### src/rtl/quad_term_accum_pipe.sv
// ============================================================================
// Module   : quad_term_accum_pipe
// Brief    : Two-stage valid/ready pipeline computing t2 + t1 + (t0 << SHIFT0)
//            with per-result and sticky overflow. Optional: QUAD_ACC_SATURATE_EN.
// Revision : 1.0 - initial release
// ============================================================================
`default_nettype none

module quad_term_accum_pipe #(
  parameter int W0     = 10,
  parameter int W1     = 18,
  parameter int W2     = 22,
  parameter int SHIFT0 = 4,
  parameter int SW     = 22
) (
  input  logic                 clk,
  input  logic                 rst,
  input  logic                 in_valid,
  output logic                 in_ready,
  input  logic signed [W0-1:0] t0,
  input  logic signed [W1-1:0] t1,
  input  logic signed [W2-1:0] t2,
  output logic                 out_valid,
  input  logic                 out_ready,
  output logic signed [SW-1:0] s,
  output logic                 ovf,
  output logic                 ovf_sticky,
  input  logic                 clr_ovf
);

  localparam int IW_A = (W2 > W1) ? W2 : W1;
  localparam int IW_B = ((W0 + SHIFT0) > IW_A) ? (W0 + SHIFT0) : IW_A;
  localparam int IW   = IW_B + 2;

  logic                 s1_valid;
  logic signed [IW-1:0] p1;
  logic signed [IW-1:0] a0;
  logic signed [IW-1:0] full;
  logic                 adv2;
  logic                 accept;
  logic                 ovf_next;
  logic signed [SW-1:0] s_wrap;
  logic signed [SW-1:0] s_next;

  assign adv2     = s1_valid && (!out_valid || out_ready);
  assign in_ready = !s1_valid || adv2;
  assign accept   = in_valid && in_ready;
  assign full     = p1 + a0;

  always_ff @(posedge clk or posedge rst) begin
    if (rst) begin
      s1_valid <= 1'b0;
      p1       <= '0;
      a0       <= '0;
    end else begin
      if (accept) begin
        p1 <= {{(IW-W2){t2[W2-1]}}, t2} + {{(IW-W1){t1[W1-1]}}, t1};
        a0 <= {{(IW-W0){t0[W0-1]}}, t0} << SHIFT0;
      end
      s1_valid <= accept ? 1'b1 : (adv2 ? 1'b0 : s1_valid);
    end
  end

  // Result fits iff every bit above the output sign bit matches it.
  generate
    if (SW < IW) begin : g_narrow
      assign ovf_next = !((&full[IW-1:SW-1]) || !(|full[IW-1:SW-1]));
      assign s_wrap   = full[SW-1:0];
    end else begin : g_wide
      assign ovf_next = 1'b0;
      assign s_wrap   = SW'(full);
    end
  endgenerate

`ifdef QUAD_ACC_SATURATE_EN
  localparam logic signed [SW-1:0] S_MAX = {1'b0, {(SW-1){1'b1}}};
  localparam logic signed [SW-1:0] S_MIN = {1'b1, {(SW-1){1'b0}}};
  assign s_next = !ovf_next ? s_wrap : (full[IW-1] ? S_MIN : S_MAX);
`else
  assign s_next = s_wrap;
`endif

  always_ff @(posedge clk or posedge rst) begin
    if (rst) begin
      out_valid <= 1'b0;
      s         <= '0;
      ovf       <= 1'b0;
    end else if (adv2) begin
      out_valid <= 1'b1;
      s         <= s_next;
      ovf       <= ovf_next;
    end else if (out_ready) begin
      out_valid <= 1'b0;
    end
  end

  // A flagged transfer outranks a simultaneous clear.
  always_ff @(posedge clk or posedge rst) begin
    if (rst) begin
      ovf_sticky <= 1'b0;
    end else if (out_valid && out_ready && ovf) begin
      ovf_sticky <= 1'b1;
    end else if (clr_ovf) begin
      ovf_sticky <= 1'b0;
    end
  end

endmodule

`default_nettype wire

### config.mk
export PLATFORM = sky130hd
export DESIGN_NAME = quad_term_accum_pipe
export DESIGN_NICKNAME = d
export VERILOG_FILES = /design/src/rtl/quad_term_accum_pipe.sv
export SDC_FILE = /design/constraint.sdc
export NUM_CORES = 1
export LEC_CHECK = 0
export ABC_AREA = 1
export BUFFER_PORTS_ARGS = -buffer_cell sky130_fd_sc_hd__buf_2
export CAP_MARGIN = 5
export CORE_UTILIZATION = 30
export CTS_CLUSTER_DIAMETER = 150
export DETAILED_ROUTE_END_ITERATION = 6
export HOLD_SLACK_MARGIN = 0.15
export PLACE_DENSITY = 0.59
export SYNTH_ARGS = -nofsm -noshare
export SYNTH_HDL_FRONTEND = slang
export SYNTH_SLANG_ARGS = --single-unit
### constraint.sdc
create_clock -name clk -period 2.02 [get_ports clk]
set_input_delay 0 -clock clk [delete_from_list [all_inputs] [get_ports clk]]
set_output_delay 0 -clock clk [all_outputs]
set_load 0.1 [all_outputs]
==> reports/qor.yml <==
run_status:
  status: "finished clean"
timing:
  whs_ns: 0.140
  fmax_ghz: 0.500
  relSlewSlack: 0.678
  post-route-min-period_ns: 2.00
  rsz0062_at_grt: "true"
  tightestPinTransition_ns: 0.482
  slew_viol_final: 0
  hold_viol_final: 0
  clock_skew_ns: 0.00645
  fin_crit_sh: 0.990
  setup_viol: 0
yosys:
  synth.most_common_cell: "nand2_1"
  synth_cells: 638
  synth-edff-count: 0
  ys_top_cells_by_count: "nand2_1, dfrtp_1, inv_1"
  synth_nets: 736
  synthXorXnorAreaFrac: 0.0349
  synth_warnings: 0
  synth.avg_cell_area_um2: 7.08
  synth.largest_area_cell: "dfrtp_1"
  ys_types: 37
  synth_fa_ha_area_frac: 0.122
  ys_ff_latch: 59
  synthFlopType: "dfrtp_1"
  netlist_area_um2: 4520
  synthMuxAreaShare: 0
  ys_seq_area_frac: 0.327
  synth_top_family_by_area: "simple AND/OR/NAND/NOR gates"
  yosys-top-cells-area: "dfrtp_1, nand2_1, ha_1, o21ai_0, nand3_1"
  synthArstFlopShare: 1.00
  yosys.area_share.simple: 0.333
  synth-compound-area-share: 0.131
  synth_top_area_frac: 0.327
die:
  die_area_um2: 15500
  fp.dieW_um: 125
  die_h_um: 125
  start_util: 0.310
  core_area_um2: 14600
  ios: 81
  rows: 44
hold_path:
  holdCritPathClass: "primary input to register"
  min_to: "a0[9]"
  min-delay-start: "in_valid"
  holdPathStages: 5
run:
  max_cap_violations: 0
pwr:
  swShare: 0.509
  power_density_nw_per_um2: 1310
  seqPwrFrac: 0.223
  p_sw_mw: 4.10
  clkPwrFrac: 0.203
  pwr-share-comb: 0.574
  intPower_mw: 3.95
  peakVddDrop_mv: 0.708
  p_leak_nw: 3.10
critical_path:
  crit_required_ns: 2.22
  reg2reg_slack_ns: 0.02
  end_kind: "register"
  crit_path_max_incr_delay_ns: 0.40
  crit_fanout: 5
  rr_worst_depth: 9
  critPathKind: "register to register"
  worstReg2RegStart: "p1[6]"
  crit_arrival_ns: 2.20
  path_cells: "ha_1 -> o21ai_1 -> nor2_1 -> nor2_1 -> o21ai_2 -> nand3_1 -> nand3_1 -> nand3_1 -> nand2_1"
  slowest_stage: "dfrtp_1"
  path_common_cell: "nand3_1"
  start_kind: "register"
  r2r-end: "s[19]"
clock_network:
  cts_tree: "built"
  numCtsBuffers: 9
  cts.sinks: 59
  clk_pin_slew_ns: 0.06
  insertion_delay_ns: 0.32
  h-tree-depth: 3
  clock_path_buffers: 2
  cts_root_buf: "clkbuf_16"
final_layout:
  fillCellCount: 1518
  fin_area_um2: 6160
  syn_to_final_growth_pct: 36.5
  post-route-util: 0.422
  fin_nets: 858
  diodes: 0
  drive_gt1_frac: 0.251
place:
  placed_area_um2: 5230
  numPortBuffers: 80
  dpl.hpwl_um: 8990
  place_congestion: 0.870
global_route:
  grt_pass1_wl_um: 19500
  antenna_found_initial: 0
  grt_start_max_net_pins: 39
  grt_pass1_vias: 4078
  globalRouteOverflowTotal: 0
  grt_usage: 0.152
routing:
  wl_met2_um: 5250
  final_antenna_net_count: 0
  wl_um: 11900
  routedWlPerCell_um: 12.5
  avgViaCountPerCell: 4.68
  wl_met1_um: 6010
  drt_pre_antenna_iters: 5
  wl_met3_um: 486
  vias: 4439
  dr.max_layer_used: "met4"
  drc_errors: 0
  drtIter0Drc: 232
-- area by class of cell --
cell class	instances	area [µm²]	share of cell area
Sequential cell	59	1480	0.240
Clock buffer	9	225	0.0365
Multi-Input combinational cell	519	3140	0.510
Tap cell	184	230	0.0374
Timing Repair Buffer	122	800	0.130
Inverter	49	184	0.0298
Clock inverter	7	101	0.0164
-- cell families (layout without fill, tap and decap cells) --
group | Yosys count | after routing
AND/OR/NAND/NOR | 355 | 355
AO/OA/AOI/OAI | 103 | 103
buffers and inverters | 60 | 187
flip-flops | 59 | 59
adder cells (fa/ha/maj) | 43 | 43
XOR/XNOR | 18 | 18
-- power by group through the flow --
stage / Sequential (mW) / Combinational [mW] / Clock [mW]
finish: 1.79 / 4.62 / 1.63
global route: 1.85 / 4.98 / 1.72
CTS: 1.77 / 4.19 / 1.67
detailed placement: 1.79 / 4.13 / 0
global placement: 1.79 / 4.11 / 0
floorplan: 3.37 / 1.68 / 0
-- layer usage --
layer	GRT usage	up-vias
li1	-	2344
met1	0.223	1985
met2	0.230	101
met3	0.0198	9
met4	0.0439	0
met5	0	-
-- repair_timing --
item | CTS | global route
hold buffers | 22 | 0
cloned | 0 | 0
endpoints found under the hold margin | 74 | 0
setup endpoints to repair | 3 | 10
gates resized for setup | 3 | 74
pin swaps | 0 | 21
buffers inserted | 0 | 5
-- sequential cells by signal, indices dropped and copies added (netlist names) --
name / flops
ovf_sticky: 1
s1_valid: 1
s: 22
p1: 23
a0: 10
ovf: 1
out_valid: 1
-- how the worst max path moves through the flow --
stage	startpoint	endpoint	slack (ns)	depth (start not counted)
finish	p1[6]	s[19]	0.02	9
floorplan	out_valid	a0[10]	0.12	7
detailed placement	a0[13]	ovf	-0.07	11
global route	a0[13]	ovf	-0.12	12
CTS	p1[4]	s[20]	0.001	10
global placement	p1[6]	s[19]	-0.03	10
-- worst max-delay path, delay by kind of cell, from the launching register on --
kind / cells / cell delay [ns]
AOI/OAI and AO/OA: 2 / 0.47
adders and majority gates: 1 / 0.37
DFF: 1 / 0.40
and+or+nand+nor: 6 / 0.64
-- through the flow --
stage / std cells / setup slack [ns] / power, mW / setup TNS, ns
after floorplan: 638 / 0.116 / 5.05 / 0
after global placement: 906 / -0.0265 / 5.90 / -0.0509
after detailed placement: 906 / -0.0681 / 5.91 / -0.0881
after CTS: 944 / 0.000998 / 7.63 / 0
after global routing: 949 / -0.122 / 8.55 / -0.229
final: 949 / 0.0211 / 8.05 / 0
-- layout by cell type, fill, tap and decap left out, drive strengths merged, types with 22 or more instances in the layout --
| master | count |
|---|---|
| dlygate4sd3 | 22 |
| dfrtp | 59 |
| a21oi | 38 |
| nor2 | 47 |
| nand2 | 241 |
| nand3 | 40 |
| buf | 100 |
| ha | 41 |
| inv | 50 |
| o21ai | 45 |
Power figures use the tool's default switching activity.
